==> config.mk <==
export PLATFORM = sky130hd
export DESIGN_NAME = data_memory_banked_flat
export DESIGN_NICKNAME = d
export VERILOG_FILES = /design/src/rtl/data_memory_banked_pkg.sv /design/src/rtl/data_memory_banked_if.sv /design/src/rtl/data_memory_banked_memory_array.sv /design/src/rtl/data_memory_banked.sv /design/src/flat_wrapper.sv
export SDC_FILE = /design/constraint.sdc
export NUM_CORES = 1
export LEC_CHECK = 0
export CAP_MARGIN = 20
export CORE_MARGIN = 4
export CORE_UTILIZATION = 50
export DETAILED_ROUTE_END_ITERATION = 6
export GPL_TIMING_DRIVEN = 0
export HOLD_SLACK_MARGIN = 0.15
export PLACE_DENSITY = 0.77
export SKIP_LAST_GASP = 1
export SLEW_MARGIN = 20
export SYNTH_ARGS = -nofsm -noshare
export SYNTH_HDL_FRONTEND = slang
export SYNTH_HIERARCHICAL = 1
export SYNTH_SLANG_ARGS = --single-unit
==> constraint.sdc <==
create_clock -name clock -period 2.24 [get_ports clock]
set_input_delay 0.448 -clock clock [delete_from_list [all_inputs] [get_ports clock]]
set_output_delay 0.448 -clock clock [all_outputs]
set_load 0.1 [all_outputs]
==> src/rtl/data_memory_banked_pkg.sv <==
// Shared types and defaults for the self-initialising banked data memory.
package data_memory_pkg;

    typedef enum logic {
        ST_SWEEP = 1'b0,
        ST_READY = 1'b1
    } state_t;

    localparam int DEF_DATA_WIDTH   = 8;
    localparam int DEF_DEPTH        = 32;
    localparam int READ_LATENCY_MIN = 1;
    localparam int READ_LATENCY_MAX = 2;

    function automatic bit latency_legal(input int lat);
        return (lat >= READ_LATENCY_MIN) && (lat <= READ_LATENCY_MAX);
    endfunction

endpackage

==> src/rtl/data_memory_banked_if.sv <==
// Request/response bundle between the control unit (master) and the data memory (slave).
interface data_memory_banked_if #(
    parameter int DATA_WIDTH = data_memory_pkg::DEF_DATA_WIDTH,
    parameter int ADDR_WIDTH = $clog2(data_memory_pkg::DEF_DEPTH)
);
    logic                  init;
    logic                  signal_memread;
    logic                  signal_memwrite;
    logic [ADDR_WIDTH-1:0] address;
    logic [DATA_WIDTH-1:0] data_to_write;
    logic                  ready;
    logic [DATA_WIDTH-1:0] data_out;
    logic                  data_valid;
    logic                  addr_error;

    modport master (
        output init, signal_memread, signal_memwrite, address, data_to_write,
        input  ready, data_out, data_valid, addr_error
    );

    modport slave (
        input  init, signal_memread, signal_memwrite, address, data_to_write,
        output ready, data_out, data_valid, addr_error
    );
endinterface

==> src/rtl/data_memory_banked_memory_array.sv <==
// Plain storage: one synchronous write port and one synchronous read-first port, no reset.
module memory_array #(
    parameter int DATA_WIDTH = 8,
    parameter int DEPTH      = 32,
    parameter int AW         = $clog2(DEPTH)
) (
    input  logic                  clock,
    input  logic                  we,
    input  logic [AW-1:0]         waddr,
    input  logic [DATA_WIDTH-1:0] wdata,
    input  logic                  re,
    input  logic [AW-1:0]         raddr,
    output logic [DATA_WIDTH-1:0] rdata
);
    logic [DATA_WIDTH-1:0] mem_q [DEPTH];
    logic [DATA_WIDTH-1:0] rdata_q;

    // Same-edge read of a written word returns the pre-edge contents.
    always_ff @(posedge clock) begin
        if (we) mem_q[waddr] <= wdata;
        if (re) rdata_q <= mem_q[raddr];
    end

    assign rdata = rdata_q;
endmodule

==> src/rtl/data_memory_banked.sv <==
// Data memory with zeroing sweep, ready handshake, range check and 1/2-cycle read pipeline.
module data_memory_banked
    import data_memory_pkg::*;
#(
    parameter int DATA_WIDTH   = DEF_DATA_WIDTH,
    parameter int DEPTH        = DEF_DEPTH,
    parameter int ADDR_WIDTH   = $clog2(DEPTH),
    parameter int READ_LATENCY = 1
) (
    input logic                 clock,
    input logic                 clear_n,
    data_memory_banked_if.slave bus
);
    localparam int MAW = $clog2(DEPTH);

    if (!latency_legal(READ_LATENCY)) begin : g_bad_latency
        $error("data_memory_banked: READ_LATENCY must be 1 or 2");
    end
    if ((longint'(1) << ADDR_WIDTH) < longint'(DEPTH)) begin : g_bad_addr_width
        $error("data_memory_banked: ADDR_WIDTH too narrow for DEPTH");
    end

    state_t                state_q, state_d;
    logic [MAW-1:0]        cnt_q, cnt_d;
    logic                  ready, accept, in_range, rd_acc, wr_acc;
    logic                  mem_we, mem_re;
    logic [MAW-1:0]        mem_waddr;
    logic [DATA_WIDTH-1:0] mem_wdata, mem_rdata, rd_word;
    logic                  v1_q, v1_d, z1_q, z1_d, e1_q, e1_d, ew1_q, ew1_d;
    logic [DATA_WIDTH-1:0] out_q, out_d;

    assign in_range = (64'(bus.address) < 64'(DEPTH));

    always_ff @(posedge clock or negedge clear_n) begin
        if (!clear_n) begin
            state_q <= ST_SWEEP;
            cnt_q   <= '0;
        end else begin
            state_q <= state_d;
            cnt_q   <= cnt_d;
        end
    end

    always_comb begin
        state_d = state_q;
        cnt_d   = cnt_q;
        case (state_q)
            ST_SWEEP: begin
                if (cnt_q == MAW'(DEPTH - 1)) begin
                    state_d = ST_READY;
                    cnt_d   = '0;
                end else begin
                    cnt_d = cnt_q + 1'b1;
                end
            end
            ST_READY: begin
                if (bus.init) begin
                    state_d = ST_SWEEP;
                    cnt_d   = '0;
                end
            end
            default: state_d = ST_SWEEP;
        endcase
    end

    // init wins over any read/write presented on the same edge.
    always_comb begin
        ready     = (state_q == ST_READY);
        accept    = ready && !bus.init;
        rd_acc    = accept && bus.signal_memread;
        wr_acc    = accept && bus.signal_memwrite;
        mem_re    = rd_acc && in_range;
        mem_we    = wr_acc && in_range;
        mem_waddr = bus.address[MAW-1:0];
        mem_wdata = bus.data_to_write;
        if (state_q == ST_SWEEP) begin
            mem_we    = 1'b1;
            mem_waddr = cnt_q;
            mem_wdata = '0;
        end
    end

    memory_array #(
        .DATA_WIDTH (DATA_WIDTH),
        .DEPTH      (DEPTH),
        .AW         (MAW)
    ) u_array (
        .clock (clock),
        .we    (mem_we),
        .waddr (mem_waddr),
        .wdata (mem_wdata),
        .re    (mem_re),
        .raddr (bus.address[MAW-1:0]),
        .rdata (mem_rdata)
    );

    // A read-accompanied error rides with the read; a lone bad write reports next cycle.
    always_comb begin
        v1_d    = rd_acc;
        z1_d    = !in_range;
        e1_d    = rd_acc && !in_range;
        ew1_d   = wr_acc && !rd_acc && !in_range;
        rd_word = z1_q ? '0 : mem_rdata;
        out_d   = v1_q ? rd_word : out_q;
    end

    always_ff @(posedge clock or negedge clear_n) begin
        if (!clear_n) begin
            v1_q  <= 1'b0;
            z1_q  <= 1'b0;
            e1_q  <= 1'b0;
            ew1_q <= 1'b0;
            out_q <= '0;
        end else begin
            v1_q  <= v1_d;
            z1_q  <= z1_d;
            e1_q  <= e1_d;
            ew1_q <= ew1_d;
            out_q <= out_d;
        end
    end

    if (READ_LATENCY == 2) begin : g_lat2
        logic v2_q, e2_q;
        always_ff @(posedge clock or negedge clear_n) begin
            if (!clear_n) begin
                v2_q <= 1'b0;
                e2_q <= 1'b0;
            end else begin
                v2_q <= v1_q;
                e2_q <= e1_q;
            end
        end
        assign bus.data_valid = v2_q;
        assign bus.data_out   = out_q;
        assign bus.addr_error = e2_q || ew1_q;
    end else begin : g_lat1
        assign bus.data_valid = v1_q;
        assign bus.data_out   = out_d;
        assign bus.addr_error = e1_q || ew1_q;
    end

    assign bus.ready = ready;
endmodule

==> src/flat_wrapper.sv <==
// flat-port wrapper written by rule: the top's interface ports become plain ports
module data_memory_banked_flat import data_memory_pkg::*;
#(
    parameter int DATA_WIDTH   = DEF_DATA_WIDTH,
    parameter int DEPTH        = DEF_DEPTH,
    parameter int ADDR_WIDTH   = $clog2(DEPTH),
    parameter int READ_LATENCY = 1
)
  (clock, clear_n, bus_init, bus_signal_memread, bus_signal_memwrite, bus_address, bus_data_to_write, bus_ready, bus_data_out, bus_data_valid, bus_addr_error);
  data_memory_banked_if #(.DATA_WIDTH(DATA_WIDTH), .ADDR_WIDTH(ADDR_WIDTH)) bus_i ();
  input logic clock;
  input logic clear_n;
  input wire logic [$bits(bus_i.init)-1:0] bus_init;
  input wire logic [$bits(bus_i.signal_memread)-1:0] bus_signal_memread;
  input wire logic [$bits(bus_i.signal_memwrite)-1:0] bus_signal_memwrite;
  input wire logic [$bits(bus_i.address)-1:0] bus_address;
  input wire logic [$bits(bus_i.data_to_write)-1:0] bus_data_to_write;
  output wire logic [$bits(bus_i.ready)-1:0] bus_ready;
  output wire logic [$bits(bus_i.data_out)-1:0] bus_data_out;
  output wire logic [$bits(bus_i.data_valid)-1:0] bus_data_valid;
  output wire logic [$bits(bus_i.addr_error)-1:0] bus_addr_error;
  assign bus_i.init = bus_init;
  assign bus_i.signal_memread = bus_signal_memread;
  assign bus_i.signal_memwrite = bus_signal_memwrite;
  assign bus_i.address = bus_address;
  assign bus_i.data_to_write = bus_data_to_write;
  assign bus_ready = bus_i.ready;
  assign bus_data_out = bus_i.data_out;
  assign bus_data_valid = bus_i.data_valid;
  assign bus_addr_error = bus_i.addr_error;
  data_memory_banked #(.DATA_WIDTH(DATA_WIDTH), .DEPTH(DEPTH), .ADDR_WIDTH(ADDR_WIDTH), .READ_LATENCY(READ_LATENCY)) u_core (.clock(clock), .clear_n(clear_n), .bus(bus_i));
endmodule
**After elaboration in Yosys (flattened, before gate mapping)**

Memory sizes are Yosys's and may differ from the RTL's. A register that Yosys moved wholly into a read port is not among the register bits.
Cells that the tools add are included.

- Add/subtract/negate cells: 1
- Reduce and logical (&&, ||, !) cells: 4
- Eq/ne operators: 2
- Bitwise logic cells: 1
- Multiplexer cells: 12

Operators by type and width:

| kind | count |
|---|---|
| 8-bit 2-to-1 mux | 2 |
| 5-bit 2-to-1 mux | 3 |
| 5-bit case mux with 2 select lines | 1 |
| 5-bit by 1-bit adder with 5-bit output (second input constant) | 1 |
| 5-bit == test (second input constant) | 1 |
| 1-bit 2-to-1 mux | 5 |
| 1-bit logical AND | 3 |
| 2-bit != test (second input constant) | 1 |
| 1-bit case mux with 2 select lines | 1 |
| 1-bit logical NOT | 1 |
| 1-bit inverter | 1 |

- Memory bits (writable): 256
- Logic and storage cells: 25
- Output and inout port bits: 11
- Memories: 1
- Bits in registers: 15

Memory list:

| memory | words | width | read ports | clocked after Yosys merged registers in | wr ports | line | source |
|---|---|---|---|---|---|---|---|
| u_core.u_array.mem_q | 32 | 8 | 1 | 1 | 1 | data_memory_banked_memory_array.sv:15 | `logic [DATA_WIDTH-1:0] mem_q [DEPTH];` |

**Depth between registers and ports, before layout**

Gate-level depths: netlist of run 1.

- Depth after elaboration: 6
- Gate-level depth with buffers: 6

**By module**

Netlist of run 1, hierarchy kept.

By module, submodules not included:

| module | instances | seq. area each (µm²) | cells each | area an instance (µm²) |
|---|---|---|---|---|
| memory_array | 1 | 7,927.6 | 417 | 10,133.5 |
| data_memory_banked | 1 | 375.4 | 67 | 779.5 |

**Worst setup path before layout of run 1**

Ideal clock, no wire load.

- Path kind: register to register
- Start point: register u_core.state_q, in the netlist u_core/bus.ready
- End point: memory u_core.u_array.mem_q[0][0], enable pin
- Cell stages (with the launch flop): 6
- Arrival time: 2.518 ns
- Library setup time: 0.370 ns
- Setup slack: -0.649 ns
- Buffers on the path: 2
- Period minus slack after synthesis: 2.889 ns
- Path through: dfrtp_1 buf_6 mux2_2 or3b_2 clkbuf_1 nor2_1

RTL lines:

| element | line | source |
|---|---|---|
| from (decl) | data_memory_banked.sv:23 | `state_t state_q, state_d;` |
| from (signal assigned) | data_memory_banked.sv:39 | `state_q <= state_d;` |
| 5-bit 2-to-1 mux | data_memory_banked.sv:76 | `if (state_q == ST_SWEEP) begin` |
| net u_core.mem_waddr[1] | data_memory_banked.sv:27 | `logic [MAW-1:0] mem_waddr;` |
| to (decl) | data_memory_banked_memory_array.sv:15 |  |

The timed path passes the listed nets, and every way through them passes these cells.

**Worst setup path in the final report of run 1**

- Start point: register u_core.v1_q, in the netlist u_core/bus.data_valid
- End point: output port bus_data_out[4]

- Longest elaborated chain between the ends: 1

RTL lines:

| element | line | source |
|---|---|---|
| from (decl) | data_memory_banked.sv:29 | `logic v1_q, v1_d, z1_q, z1_d, e1_q, e1_d, ew1_q, ew1_d;` |
| from (signal assigned) | data_memory_banked.sv:115 | `v1_q <= v1_d;` |
| 8-bit 2-to-1 mux | data_memory_banked.sv:104 | `out_d = v1_q ? rd_word : out_q;` |
| to (decl) | flat_wrapper.sv:19 | `output wire logic [$bits(bus_i.data_out)-1:0] bus_data_out;` |

No other way between the ends.

==> metrics.md, run 1 <==
| Metric | Value |
|---|---|
| Status | `complete, but fails checks` |
| Failing checks | `setup timing` |
| Wirelength per Cell | `27.08 um` |
| Via Count | `~5,200` |
| Worst path required time | `about 1.8 ns` |
| Post-route ant nets | `0` |
| CP dominant cell by count | `buf_2` |
| Core ar. | `21,220 um^2` |
| Initial Utilization | `0.5143` |
| CTS clock-pin slew for the worst setup and hold paths | `0.07 ns` |
| Max Cap Violations | `0` |
| Most area-consuming cells after synthesis | `edfxtp_1 73%, mux4_2 17%, dfrtp_1 3.4%` |
| Top delay family on crit path | `buffers and inverters` |
| Overflow after GRT | `0` |
| Worst Path Buf+Inv | `2` |
| Post-synthesis net count | `~500` |
| Maximum vdd drop | `0.6019 mV` |
| Pleak | `4.227 nW` |
| Sequential area share after synthesis | `0.7608` |
| Post-Syn Instances | `484` |
| Clk_lat worst skew | `0.53 ns` |
| Max incr delay on CP | `0.43 ns` |
| Htree depth | `1` |
| Number of buffers created by CTS | `26` |
| Worst-path fanout max | `8` |
| TritonCTS sink count | `279` |
| Share of cells above drive strength 1 | `0.4256` |
| Largest net degree at the start of global routing | `33` |
| Worst hold path type | `input port to async pin` |
| R2r startpoint | `u_core/bus.ready` |
| Crit. Startpoint | `u_core/bus.data_valid` |
| Period utilization | `1.004` |
| Yosys warning count | `6` |
| Worst setup SP type | `flip-flop` |
| Num rows | `between 50 and 60` |
| CP Class | `flip-flop to output pin` |
| PD cells | `1102 nW/um^2` |
| Placed Area | `about 12,000 um^2` |
| Synth Area per Inst | `roughly 23 um^2` |
| PnR Total Power | `around 14 mW` |
| Total Wirelength | `23,100 um` |
| Fin crit period | `2.248 ns` |
| Boundary pin count | `29` |
| Critical Path AT | `1.80 ns` |
| DRT iter0 DRCs | `between 400 and 500` |
| Vias per Instance | `6.148` |
| Root Buffer | `clkbuf_16` |
| Top-count cell post-synth | `edfxtp_1` |
| Hold WS | `roughly 0.34 ns` |
| Worst slack, placed | `-1.088 ns` |
| Final #Nets | `580` |
| Mapped Area | `10,910 um^2` |
| Commonest register cell after synthesis | `edfxtp_1` |
| Gr usage total | `0.1924` |
| Final hold vios | `0` |
| Chip Width | `155.7 um` |
| DP Wirelength | `13,980 um` |
| First-pass GRT wire length | `~35,000 um` |
| Max Fclk | `444.8 MHz` |
| Slew Limit Fails | `0` |
| PnR worst setup slack | `-0.008199 ns` |
| Async SR Flop Fraction | `0.05376` |
| TritonCTS clock tree | `yes` |
| Worst-Margin Slew | `0.9561 ns` |
| Largest area contributor in the netlist | `edfxtp_1` |
| Top cells by count, synth | `264 x edfxtp_1, 80 x mux4_2, 33 x nor2_1` |
| EDFF count, synth | `264` |
| Relative slew slack | `0.3651` |
| Maximum clock path buffer count | `3` |
| Die Footprint | `24,250 um^2` |
| Post-synth top area share | `0.7264` |
| # port buffers | `27` |
| Unique masters post-synth | `31` |
| DRT Pass-1 Iters | `5` |
| Final setup vio count | `1` |
| Final GP Congestion | `just over 0.8` |
| Vias in the first global route | `5,374` |
| Clk_skew | `about 0.017 ns` |
| DRC | `0` |
| CP Cell Sequence | `buf_2 > mux2_2 > buf_2` |
| Unrepaired setup endpoints after global routing | `true` |
| Fill count | `between 1,000 and 1,500` |
| Synthesis-to-layout area growth | `19.55%` |
| Die Span Y | `155.7 um` |
| Worst setup EP type | `output pin` |
| Yosys reg bits | `approximately 280` |
| ANT cells | `0` |
| Crit-path slowest cell | `buf_2` |
| Final instance area | `13,050 um^2` |
| Initial antenna violation count | `0` |
where the power goes:
group          leakage [nW]  total [mW]  switching, mW  internal, mW
logic                  1.20        3.37           2.28          1.09
clock network         0.396        4.30           1.86          2.44
registers              2.63        6.71          0.194          6.52
worst paths after layout:
kind,end,slack [ns],cells past startpoint
hold reg to reg,u_core/out_q[1],0.50,1
setup / recovery,bus_data_out[4],-0.008,3
min in group clock,u_core/out_q[1],0.50,1
setup reg to reg,u_core/u_array/mem_q[17][0],0.03,5
hold / removal,u_core/out_q[0],0.34,1
max in group asynchronous,u_core/bus.ready,1.37,1
cell type report:
type | count | area, um^2 | area share
flip-flops and latches | 279 | 8308 | 0.6368
multi-input cells | 177 | 2730 | 0.2093
clock buffers | 28 | 679.4 | 0.05208
repair buffers | 48 | 500.5 | 0.03836
well taps | 275 | 344.1 | 0.02637
plain buffers | 25 | 307.8 | 0.02359
clock inverters | 18 | 165.2 | 0.01266
inverters | 3 | 11.26 | 0.0008631
registers in the layout (all words and copies together), names as in the netlist:
register / flops
u_core/bus.data_valid: 1
u_core/bus.ready: 1
u_core/cnt_q: 5
u_core/out_q: 8
u_core/u_array/mem_q: 256
u_core/u_array/rdata: 8
placed cells by master (no fill, tap or decap), types with 3 or more instances in the layout:
cell and instances:
and2_2 8, buf_12 9, buf_2 3, buf_4 24, buf_8 10, clkbuf_16 28
clkbuf_2 3, clkdlybuf4s50_1 16, clkinv_1 5, clkinv_4 3, clkinvlp_4 5, dfrtp_1 13
edfxtp_1 264, inv_1 3, mux2_2 20, mux4_2 80, nand2_1 6, nand3b_1 6
nor2_2 3, nor2_4 30, or3b_4 3
routing by layer:
layer	GRT usage	part of all wire	vias to the layer above
li1	-	-	2168
met1	0.2693	0.39	2771
met4	0.05919	0.028	0
met2	0.3188	0.51	250
met5	0	0	-
met3	0.02913	0.075	55
what timing repair did:
action | in CTS | in global routing
pin swaps | 11 | 7
setup buffers | 12 | 8
setup endpoints to repair | 430 | 143
resized for setup | 115 | 17
hold buffers | 0 | 0
gates cloned | 1 | 0
through the flow:
stage | cells | utilization | TNS, ns
floorplan | 484 | - | -8.553
global placement | 786 | 0.5512 | -172.23
detailed placement | 786 | 0.5512 | -195.23
CTS | 845 | 0.6101 | -0.6583
global route | 853 | 0.6148 | -0.4784
finish | 853 | 0.6148 | -0.008199
cells by family after synthesis:
| logic type | after synthesis | synth area share |
|---|---|---|
| flops | 279 | 0.7608 |
| mux | 101 | 0.1871 |
| simple gates | 64 | 0.02947 |
| buf+inv | 28 | 0.01433 |
| compound gates | 7 | 0.004013 |
| fa+ha+maj | 2 | 0.002293 |
| xor+xnor | 2 | 0.001605 |
| other cells | 1 | 0.0003436 |
Power figures use the tool's default switching activity.
==> run 2, diff against run 1 <==
--- a/config.mk
+++ b/config.mk
@@ -11,6 +11,7 @@
 export DETAILED_ROUTE_END_ITERATION = 6
 export GPL_TIMING_DRIVEN = 0
 export HOLD_SLACK_MARGIN = 0.15
+export MAX_ROUTING_LAYER = met4
 export PLACE_DENSITY = 0.77
 export SKIP_LAST_GASP = 1
 export SLEW_MARGIN = 20
==> run 2 against run 1 <==
Compared with the run above: the run still ends with setup timing left; clock power hardly changed; count of clock-buffer cells in the layout stayed put; wire length is 0.49% higher; via count is 0.32% lower; core utilization is 0.12 points higher; design area is 0.20% higher; total power hardly changed; fmax is 0.17% higher; critical endpoint unchanged.
==> metrics.md, run 2 (synthesis gave the netlist of run 1 again) <==
| Metric | Value |
|---|---|
| Status | `complete, but fails checks (unchanged)` |
| Failing checks | `setup timing (unchanged)` |
| Post-Layout Cell Count | `854 (was 853)` |
| Final hold vios | `0 (unchanged)` |
| Worst-Margin Slew | `0.9560 ns (was 0.9561 ns)` |
| Critical Path AT | `1.80 ns (about the same)` |
| Maximum vdd drop | `0.6022 mV (was 0.6019 mV)` |
| Most common cell after layout, fill and taps aside | `edfxtp_1 (unchanged)` |
| Max Cap Violations | `0 (unchanged)` |
| Placed cell count | `786 (unchanged)` |
| Unrepaired setup endpoints after global routing | `true (unchanged)` |
| Crit-path slowest cell | `buf_2 (unchanged)` |
| Total Wirelength | `23,210 um (was 23,100 um)` |
| Synthesis-to-layout area growth | `19.79% (was 19.55%)` |
| ANT cells | `0 (unchanged)` |
| Commonest cells after routing, fill and taps aside | `264 x edfxtp_1, 80 x mux4_2, 30 x nor2_4 (unchanged)` |
| Via Count | `5,227 (was 5,244)` |
| Worst-path fanout max | `8 (unchanged)` |
| Final setup vio count | `1 (unchanged)` |
| # port buffers | `27 (unchanged)` |
| Setup_tns | `-0.004353 ns (was -0.008199 ns)` |
| Pleak | `4.247 nW (was 4.227 nW)` |
| Num rows | `53 (unchanged)` |
| CP Cell Sequence | `buf_2 > mux2_2 > buf_2 (unchanged)` |
| Core ar. | `21,220 um^2 (unchanged)` |
| Clk_skew | `0.01469 ns (was 0.01657 ns)` |
| Chip Width | `155.7 um (unchanged)` |
| Initial antenna violation count | `0 (unchanged)` |
| Relative slew slack | `0.3652 (was 0.3651)` |
| Worst path required time | `1.79 ns (about the same)` |
| Max incr delay on CP | `0.43 ns (about the same)` |
| PnR Total Power | `14.38 mW (about the same)` |
| Boundary pin count | `29 (unchanged)` |
| Share of cells above drive strength 1 | `0.4266 (was 0.4256)` |
| CP dominant cell by count | `buf_2 (unchanged)` |
| TritonCTS clock tree | `yes (unchanged)` |
| Final #Nets | `581 (was 580)` |
| Max Fclk | `445.6 MHz (was 444.8 MHz)` |
| Largest register by flop count | `u_core/u_array/mem_q (unchanged)` |
| Worst setup EP type | `output pin (unchanged)` |
| Maximum clock path buffer count | `3 (unchanged)` |
| Placed Area | `11,700 um^2 (unchanged)` |
| Overflow after GRT | `0 (unchanged)` |
| PnR worst setup slack | `-0.004353 ns (was -0.008199 ns)` |
| Max reg flops | `256 (unchanged)` |
| Vias in the first global route | `5,374 (unchanged)` |
| Slew Limit Fails | `0 (unchanged)` |
| DRT Pass-1 Iters | `5 (unchanged)` |
| Die Span Y | `155.7 um (unchanged)` |
| CTS clock-pin slew for the worst setup and hold paths | `0.07 ns (about the same)` |
| Worst hold path type | `input port to async pin (unchanged)` |
| Worst setup SP type | `flip-flop (unchanged)` |
| Initial Utilization | `0.5143 (unchanged)` |
| Final instance area | `13,070 um^2 (was 13,050 um^2)` |
| First-pass GRT wire length | `34,720 um (was 34,690 um)` |
| DP Wirelength | `13,980 um (unchanged)` |
| Root Buffer | `clkbuf_16 (unchanged)` |
| TritonCTS sink count | `279 (unchanged)` |
| Largest net degree at the start of global routing | `33 (unchanged)` |
| Clk_lat worst skew | `0.53 ns (about the same)` |
| DRC | `0 (unchanged)` |
| DRT iter0 DRCs | `548 (was 483)` |
| Gr usage total | `0.1985 (was 0.1924)` |
| Fin crit period | `2.244 ns (was 2.248 ns)` |
| PD cells | `1100 nW/um^2 (was 1102 nW/um^2)` |
| Period utilization | `1.002 (was 1.004)` |
| Htree depth | `1 (unchanged)` |
| Vias per Instance | `6.121 (was 6.148)` |
| Number of buffers created by CTS | `26 (unchanged)` |
| CP Class | `flip-flop to output pin (unchanged)` |
| Worst Path Buf+Inv | `2 (unchanged)` |
| Final GP Congestion | `0.8314 (was 0.8192)` |
| Wirelength per Cell | `27.18 um (was 27.08 um)` |
| Die Footprint | `24,250 um^2 (unchanged)` |
| Top delay family on crit path | `buffers and inverters (unchanged)` |
| Post-route ant nets | `0 (unchanged)` |
run 2: path summary, 6_finish.rpt:
| check | from | end | slack [ns] | cells past startpoint |
|---|---|---|---|---|
| min in group clock | u_core/out_q[1] | u_core/out_q[1] | 0.50 | 1 |
| worst max-delay path | u_core/bus.data_valid | bus_data_out[4] | -0.004 | 3 |
| max in group asynchronous | clear_n | u_core/bus.ready | 1.38 | 1 |
| worst min-delay path | clear_n | u_core/out_q[0] | 0.34 | 1 |
| worst min register to register | u_core/out_q[1] | u_core/out_q[1] | 0.50 | 1 |
| worst max register to register | u_core/bus.ready | u_core/u_array/mem_q[16][0] | 0.01 | 5 |
run 2: routing by layer:
metal  vias up  global-route usage  wire, um
met2       224              0.3190     11920
li1       2174                   -         -
met4         0             0.05877       552
met3        45             0.02580      1596
met1      2784              0.2716      9139
met5         -                   -         0
run 2: area by class of cell:
| type | count | area (um^2) |
|---|---|---|
| clock inverter | 18 | 165.2 |
| clock buffer | 28 | 679.4 |
| timing repair buffer | 49 | 528.0 |
| multi-input combinational | 177 | 2730 |
| inverter | 3 | 11.26 |
| buffer | 25 | 306.5 |
| sequential | 279 | 8308 |
| tap | 275 | 344.1 |
| fill | 1381 | 8148 |
run 2: worst reg2reg max path: stages (launching register included):
cell and delay, ns:
dfrtp_4 0.48, buf_8 0.14, buf_8 0.13, mux2_4 0.38, or3b_4 0.49, nor2_4 0.28
run 2: power by group:
group / internal [mW] / switching, mW
Sequential: 6.52 / 0.195
Clock: 2.44 / 1.85
Combinational: 1.09 / 2.29
run 2: what timing repair did:
| action | in CTS | in global routing |
|---|---|---|
| hold buffers | 0 | 0 |
| gates cloned | 1 | 1 |
| resized for setup | 115 | 18 |
| buffers inserted | 12 | 8 |
| pin swaps | 11 | 7 |
| setup endpoints to repair | 430 | 135 |
run 2: through the flow:
step / hold slack, ns / utilization / worst slack [ns]
finish: 0.3437 / 0.6160 / -0.004353
global route: 0.3868 / 0.6160 / -0.06408
CTS: 0.3516 / 0.6101 / -0.1722
detailed placement: 0.4943 / 0.5512 / -1.088
global placement: 0.4832 / 0.5512 / -1.024
floorplan: 0.1524 / - / -0.08129
